`config.mk`:
```
export PLATFORM = sky130hd
export DESIGN_NAME = count_strobe_gen
export DESIGN_NICKNAME = d
export VERILOG_FILES = /design/src/rtl/count_strobe_gen.sv
export SDC_FILE = /design/constraint.sdc
export NUM_CORES = 1
export LEC_CHECK = 0
export CAP_MARGIN = 20
export CELL_PAD_IN_SITES_DETAIL_PLACEMENT = 1
export CELL_PAD_IN_SITES_GLOBAL_PLACEMENT = 2
export CORE_MARGIN = 4
export CORE_UTILIZATION = 38
export CTS_CLUSTER_SIZE = 40
export DETAILED_ROUTE_END_ITERATION = 7
export PLACE_DENSITY = 0.78
export SETUP_SLACK_MARGIN = 0.15
export SLEW_MARGIN = 20
export SYNTH_ARGS = -nofsm -noshare
export SYNTH_HDL_FRONTEND = slang
export SYNTH_SLANG_ARGS = --single-unit
```
`constraint.sdc`:
```
create_clock -name clk -period 1.76 [get_ports clk]
set_clock_uncertainty 0.05 [all_clocks]
set_input_delay 0.352 -clock clk [delete_from_list [all_inputs] [get_ports clk]]
set_output_delay 0.352 -clock clk [all_outputs]
set_load 0.02 [all_outputs]
```
`src/rtl/count_strobe_gen.sv`:
```
// Push-button to count/deCount strobe generator: sync, debounce, edge-detect, hold-to-repeat.
// Latency: first strobe SYNC_STAGES + DEBOUNCE_CYCLES + 1 cycles after the key edge; all outputs registered.
// Backpressure: none; strobes are single-cycle fire-and-forget pulses.
//
// Ports:
//   clk         system clock
//   reset_n     asynchronous active-low reset
//   key_up_n    raw up button, asynchronous, 0 = pressed
//   key_down_n  raw down button, asynchronous, 0 = pressed
//   count       one-cycle increment strobe
//   deCount     one-cycle decrement strobe
//   up_held     debounced up-button level, 1 = pressed
//   down_held   debounced down-button level, 1 = pressed
module count_strobe_gen #(
    parameter int unsigned SYNC_STAGES     = 2,
    parameter int unsigned DEBOUNCE_CYCLES = 16,
    parameter int unsigned REPEAT_DELAY    = 64,
    parameter int unsigned REPEAT_PERIOD   = 16
) (
    input  logic clk,
    input  logic reset_n,
    input  logic key_up_n,
    input  logic key_down_n,
    output logic count,
    output logic deCount,
    output logic up_held,
    output logic down_held
);

    // Debounce counter only needs to reach DEBOUNCE_CYCLES-1: the flip happens on the
    // cycle that would take it to DEBOUNCE_CYCLES.
    localparam int unsigned CNT_W   = (DEBOUNCE_CYCLES > 1) ? $clog2(DEBOUNCE_CYCLES) : 1;
    localparam int unsigned TMR_MAX = (REPEAT_DELAY > REPEAT_PERIOD) ? REPEAT_DELAY : REPEAT_PERIOD;
    localparam int unsigned TMR_W   = (TMR_MAX > 0) ? $clog2(TMR_MAX + 1) : 1;

    localparam logic [CNT_W-1:0] DB_LAST   = CNT_W'(DEBOUNCE_CYCLES - 1);
    localparam logic [TMR_W-1:0] T_DELAY   = TMR_W'(REPEAT_DELAY);
    localparam logic [TMR_W-1:0] T_PERIOD  = TMR_W'(REPEAT_PERIOD);
    localparam bit               REPEAT_ON = (REPEAT_DELAY != 0);

    typedef enum logic [1:0] {
        IDLE      = 2'd0,
        UP_HOLD   = 2'd1,
        DOWN_HOLD = 2'd2,
        LOCKOUT   = 2'd3
    } state_t;

    // Index 0 = up button, index 1 = down button.
    logic [1:0]             key_n;
    logic [SYNC_STAGES-1:0] sync_q [2];
    logic [SYNC_STAGES-1:0] sync_d [2];
    logic [CNT_W-1:0]       cnt_q  [2];
    logic [CNT_W-1:0]       cnt_d  [2];
    logic [1:0]             pressed;
    logic [1:0]             lvl_q;
    logic [1:0]             lvl_d;
    logic [1:0]             lvl_prev_q;
    logic [1:0]             press_ev;

    state_t                 state_q;
    state_t                 state_d;
    logic [TMR_W-1:0]       timer_q;
    logic [TMR_W-1:0]       timer_d;
    logic                   count_q;
    logic                   count_d;
    logic                   decount_q;
    logic                   decount_d;

    logic up_lvl;
    logic dn_lvl;
    logic up_ev;
    logic dn_ev;

    assign key_n    = {key_down_n, key_up_n};
    assign pressed  = ~{sync_q[1][SYNC_STAGES-1], sync_q[0][SYNC_STAGES-1]};
    // A press event is visible for exactly the one cycle after the debounced level rises.
    assign press_ev = lvl_q & ~lvl_prev_q;

    assign up_lvl = lvl_q[0];
    assign dn_lvl = lvl_q[1];
    assign up_ev  = press_ev[0];
    assign dn_ev  = press_ev[1];

    //------------------------------------------------------------------
    // Synchroniser + debounce
    //------------------------------------------------------------------
    always_comb begin
        for (int b = 0; b < 2; b++) begin
            sync_d[b] = {sync_q[b][SYNC_STAGES-2:0], key_n[b]};
            lvl_d[b]  = lvl_q[b];
            cnt_d[b]  = '0;
            if (pressed[b] != lvl_q[b]) begin
                if (cnt_q[b] == DB_LAST) begin
                    lvl_d[b] = ~lvl_q[b];
                end else begin
                    cnt_d[b] = cnt_q[b] + 1'b1;
                end
            end
        end
    end

    always_ff @(posedge clk or negedge reset_n) begin
        if (!reset_n) begin
            for (int b = 0; b < 2; b++) begin
                sync_q[b] <= '1;
                cnt_q[b]  <= '0;
            end
            lvl_q      <= '0;
            lvl_prev_q <= '0;
        end else begin
            for (int b = 0; b < 2; b++) begin
                sync_q[b] <= sync_d[b];
                cnt_q[b]  <= cnt_d[b];
            end
            lvl_q      <= lvl_d;
            lvl_prev_q <= lvl_q;
        end
    end

    //------------------------------------------------------------------
    // FSM: state register
    //------------------------------------------------------------------
    always_ff @(posedge clk or negedge reset_n) begin
        if (!reset_n) begin
            state_q   <= IDLE;
            timer_q   <= '0;
            count_q   <= 1'b0;
            decount_q <= 1'b0;
        end else begin
            state_q   <= state_d;
            timer_q   <= timer_d;
            count_q   <= count_d;
            decount_q <= decount_d;
        end
    end

    //------------------------------------------------------------------
    // FSM: next state
    //------------------------------------------------------------------
    always_comb begin
        state_d = state_q;
        case (state_q)
            IDLE: begin
                if (up_lvl && dn_lvl) begin
                    state_d = LOCKOUT;
                end else if (up_ev) begin
                    state_d = UP_HOLD;
                end else if (dn_ev) begin
                    state_d = DOWN_HOLD;
                end
            end
            UP_HOLD: begin
                if (!up_lvl) begin
                    state_d = IDLE;
                end else if (dn_lvl) begin
                    state_d = LOCKOUT;
                end
            end
            DOWN_HOLD: begin
                if (!dn_lvl) begin
                    state_d = IDLE;
                end else if (up_lvl) begin
                    state_d = LOCKOUT;
                end
            end
            LOCKOUT: begin
                if (!up_lvl && !dn_lvl) begin
                    state_d = IDLE;
                end
            end
            default: state_d = IDLE;
        endcase
    end

    //------------------------------------------------------------------
    // FSM: outputs and repeat timer
    // Strobes are only produced when the state is staying put (or leaving IDLE
    // for a HOLD), so no strobe coincides with leaving a HOLD state.
    //------------------------------------------------------------------
    always_comb begin
        count_d   = 1'b0;
        decount_d = 1'b0;
        timer_d   = timer_q;
        case (state_q)
            IDLE: begin
                if (!(up_lvl && dn_lvl)) begin
                    if (up_ev) begin
                        count_d = 1'b1;
                        timer_d = T_DELAY;
                    end else if (dn_ev) begin
                        decount_d = 1'b1;
                        timer_d   = T_DELAY;
                    end
                end
            end
            UP_HOLD: begin
                if (REPEAT_ON && up_lvl && !dn_lvl) begin
                    // Reload on the step that would hit zero, so the timer never wraps.
                    if (timer_q <= TMR_W'(1)) begin
                        count_d = 1'b1;
                        timer_d = T_PERIOD;
                    end else begin
                        timer_d = timer_q - 1'b1;
                    end
                end
            end
            DOWN_HOLD: begin
                if (REPEAT_ON && dn_lvl && !up_lvl) begin
                    if (timer_q <= TMR_W'(1)) begin
                        decount_d = 1'b1;
                        timer_d   = T_PERIOD;
                    end else begin
                        timer_d = timer_q - 1'b1;
                    end
                end
            end
            default: timer_d = '0;
        endcase
    end

    assign count     = count_q;
    assign deCount   = decount_q;
    assign up_held   = lvl_q[0];
    assign down_held = lvl_q[1];

endmodule

```
==> results.py <==
metrics = {
    "worst_setup_path": {
        "worstPathArrival_ns": 1.85,
        "cp-end-kind": "register",
        "crit_type": "register to register",
        "cp-startpoint": "state_q[0]",
        "crit_chain": "ha_2 > o21ai_1 > o21ai_1 > a31oi_2 > o21ai_2 > mux2_4",
        "cp-start-kind": "register",
        "cp-endpoint": "state_q[1]",
        "reg2regPathDepth": 6,
        "r2r_end": "state_q[1]",
        "critPathBufInv": 0,
        "cp_common_cell": "o21ai_1",
        "cpLargestDelayFamily": "compound AO/OA/AOI/OAI gates",
        "crit_slowest_cell": "dfrtp_2",
        "critPathMaxFanout": 4,
        "r2r_setup_slack_ns": 0.10,
        "required_ns": 1.95,
        "slowest_delay_ns": 0.49,
        "worst-path-stages": 6,
        "r2r-start": "state_q[0]",
    },
    "sta": {
        "drv_slew": 0,
        "tns_ns": 0,
        "fin_crit_sh_pct": 94.0,
        "worst_pin_slew_ns": 0.351,
        "finalCriticalPeriod_ns": 1.66,
        "timing.fmax_mhz": 604,
        "grt_setup_unrepaired": "true",
        "finalHoldViolations": 0,
        "finalSetupViolations": 0,
        "maxSlewHeadroom_pct": 76.6,
    },
    "synthesis": {
        "synth_cells": 134,
        "yosysSeqAreaShare_pct": 49.3,
        "synth_warnings": 0,
        "synthesis.nets": 146,
        "ys_types": 33,
        "syn-cell-area_mm2": 0.00138,
        "synth_area_per_cell_um2": 10.3,
        "ys_ff_latch": 27,
    },
    "floorplanning": {
        "die_height_um": 68.3,
        "core_area_mm2": 0.00342,
        "num_rows": 21,
        "io_pins": 8,
        "die_area_mm2": 0.00466,
        "die_w_um": 68.3,
        "initial_core_util_pct": 40.4,
    },
    "grt": {
        "grt_max_degree": 28,
        "grtUsageTotal_pct": 15.4,
        "overflow": 0,
        "grt_pass1_wl_um": 5330,
        "grt_pass1_vias": 1142,
        "antenna_found_initial": 0,
    },
    "layout": {
        "syn_to_final_growth_pct": 24.5,
        "final_cell_mix": "dfrtp_1 (20), buf_4 (13), nor2_1 (12), a21oi_1 (9), inv_1 (8)",
        "nets": 170,
        "diodes": 0,
        "instances_no_fill": 203,
        "final_util_pct": 50.4,
        "drive_gt1_share_pct": 33.8,
        "layout_commonest_cell": "dfrtp_1",
    },
    "placement": {
        "gp_congestion": 0.748,
        "dp_cells": 191,
        "hpwl_um": 2150,
        "port_buffers": 7,
    },
    "drt": {
        "firstDrtPassIters": 4,
        "ant_nets": 0,
        "viasPerCell": 5.14,
        "drc": 0,
        "drt_iter0_markers": 46,
        "routed_wl_um": 3230,
        "wl_per_cell_um": 15.9,
        "num_vias": 1044,
    },
    "cts": {
        "h-tree-depth": 1,
        "cts_root_buf": "clkbuf_4",
        "clock_path_buffers": 2,
        "hold_buffers": 0,
        "clk_pin_slew_worst_paths_ns": 0.15,
        "cts.sinks": 27,
        "clkLatencyLatePin_ns": 0.34,
        "cts-buffers-inserted": 3,
        "cts_tree": "built",
    },
    "run": {
        "cap_violations": 0,
    },
    "power_and_ir_drop": {
        "powerDensity_mw_per_mm2": 1500,
        "irDropWorstVdd_mv": 0.810,
        "p_leak_nw": 0.776,
    },
    "run_status": {
        "status": "finished clean",
    },
    "worst_hold_path": {
        "hold_class": "input pin to async pin",
    },
}
## kinds of logic (layout without fill, tap and decap cells)
family / Yosys count / count (layout) / synth area share [%]
AND/OR/NAND/NOR: 45 / 45 / 16.1
AO/OA/AOI/OAI: 37 / 37 / 19.4
flip-flops: 27 / 27 / 49.3
buffers and inverters: 12 / 35 / 4.35
adder cells (fa/ha/maj): 8 / 8 / 7.25
XOR/XNOR: 4 / 4 / 2.54
multiplexers: 1 / 1 / 1.09
## metal layers
| metal | routed length (um) | track usage (%) | part of all wire [%] |
|---|---|---|---|
| met3 | 64 | 2.63 | 2.0 |
| met1 | 1450 | 20.2 | 45 |
| met5 | 0 | 0 | 0 |
| met4 | 44 | 5.21 | 1.4 |
| met2 | 1670 | 25.6 | 52 |
## state kept, by name (all words and copies together), names as in the netlist
register,count
cnt_q,8
count,1
deCount,1
lvl_prev_q,2
lvl_q,2
state_q,2
sync_d,2
sync_q,2
timer_q,7
## through the flow
stage / hold slack, ns / power, mW / setup WS, ns / cell area [um^2]
finish: 0.316 / 2.58 / 0.105 / 1720
global placement: 0.296 / 1.95 / 0.0859 / 1530
floorplan: 0.00641 / 1.70 / 0.207 / 1380
detailed placement: 0.297 / 1.98 / 0.0374 / 1530
CTS: 0.317 / 2.38 / 0.150 / 1620
global route: 0.322 / 2.81 / -0.0154 / 1720
## report_power, final
part           total (mW)  internal (mW)  switching [mW]
sequential          0.864          0.731           0.133
clock               0.281         0.0856           0.195
combinational        1.44          0.680           0.756
total                2.58           1.50            1.08
## worst min-delay path by stage
stage | from | slack, ns | depth (start not counted) | endpoint
global route | sync_d[1] | 0.32 | 0 | sync_q[1]
floorplan | reset_n | 0.006 | 0 | cnt_q[0]
CTS | sync_d[1] | 0.32 | 0 | sync_q[1]
global placement | sync_d[1] | 0.30 | 0 | sync_q[1]
finish | reset_n | 0.32 | 2 | cnt_q[0]
detailed placement | sync_d[1] | 0.30 | 0 | sync_q[1]
## cell type report
| type | count | area (um^2) |
|---|---|---|
| Inverter | 10 | 37.5 |
| Sequential cell | 27 | 684 |
| Clock inverter | 1 | 5.00 |
| Tap cell | 46 | 57.6 |
| Fill cell | 385 | 1700 |
| Timing Repair Buffer | 21 | 170 |
| Clock buffer | 3 | 22.5 |
| Multi-Input combinational cell | 95 | 743 |
## worst register-to-register path, delay by kind of cell (launching register included)
family | cells | cell delay [ns]
DFF | 1 | 0.49
muxes | 1 | 0.30
adders and majority gates | 1 | 0.21
AOI/OAI and AO/OA | 4 | 0.52
## repair_timing
| action | in CTS | in global routing |
|---|---|---|
| setup buffers | 3 | 5 |
| endpoints found under the setup margin | 12 | 11 |
| endpoints found under the hold margin | 0 | 0 |
| pin swaps | 4 | 3 |
| gates resized for setup | 19 | 15 |
| gates cloned | 0 | 0 |
## Yosys cell counts
library cell,n,area [um^2]
xnor2_1,2,17.5
o41ai_2,3,48.8
nand3_1,2,10.0
a22oi_2,1,12.5
o21a_1,1,7.51
o22a_1,1,8.76
a32oi_1,1,8.76
and2_1,1,6.26
dfrtp_1,23,576
and2b_1,1,7.51
buf_6,2,22.5
mux2_4,1,15.0
o211a_4,1,17.5
dfstp_2,4,105
xor2_1,2,17.5
nor2_1,13,48.8
o21ai_0,6,30.0
a2bb2oi_2,1,15.0
nand4b_1,2,17.5
nor3_1,4,20.0
nor2_2,1,6.26
a21oi_1,10,50.1
inv_1,10,37.5
a32o_1,1,10.0
ha_1,8,100
nor3b_1,2,15.0
nor4_1,1,6.26
nor2b_1,5,31.3
nand2_1,11,41.3
nand2b_1,2,12.5
a22oi_1,1,7.51
o21ai_1,9,45.0
a31oi_1,1,6.26
Power figures use the tool's default switching activity.
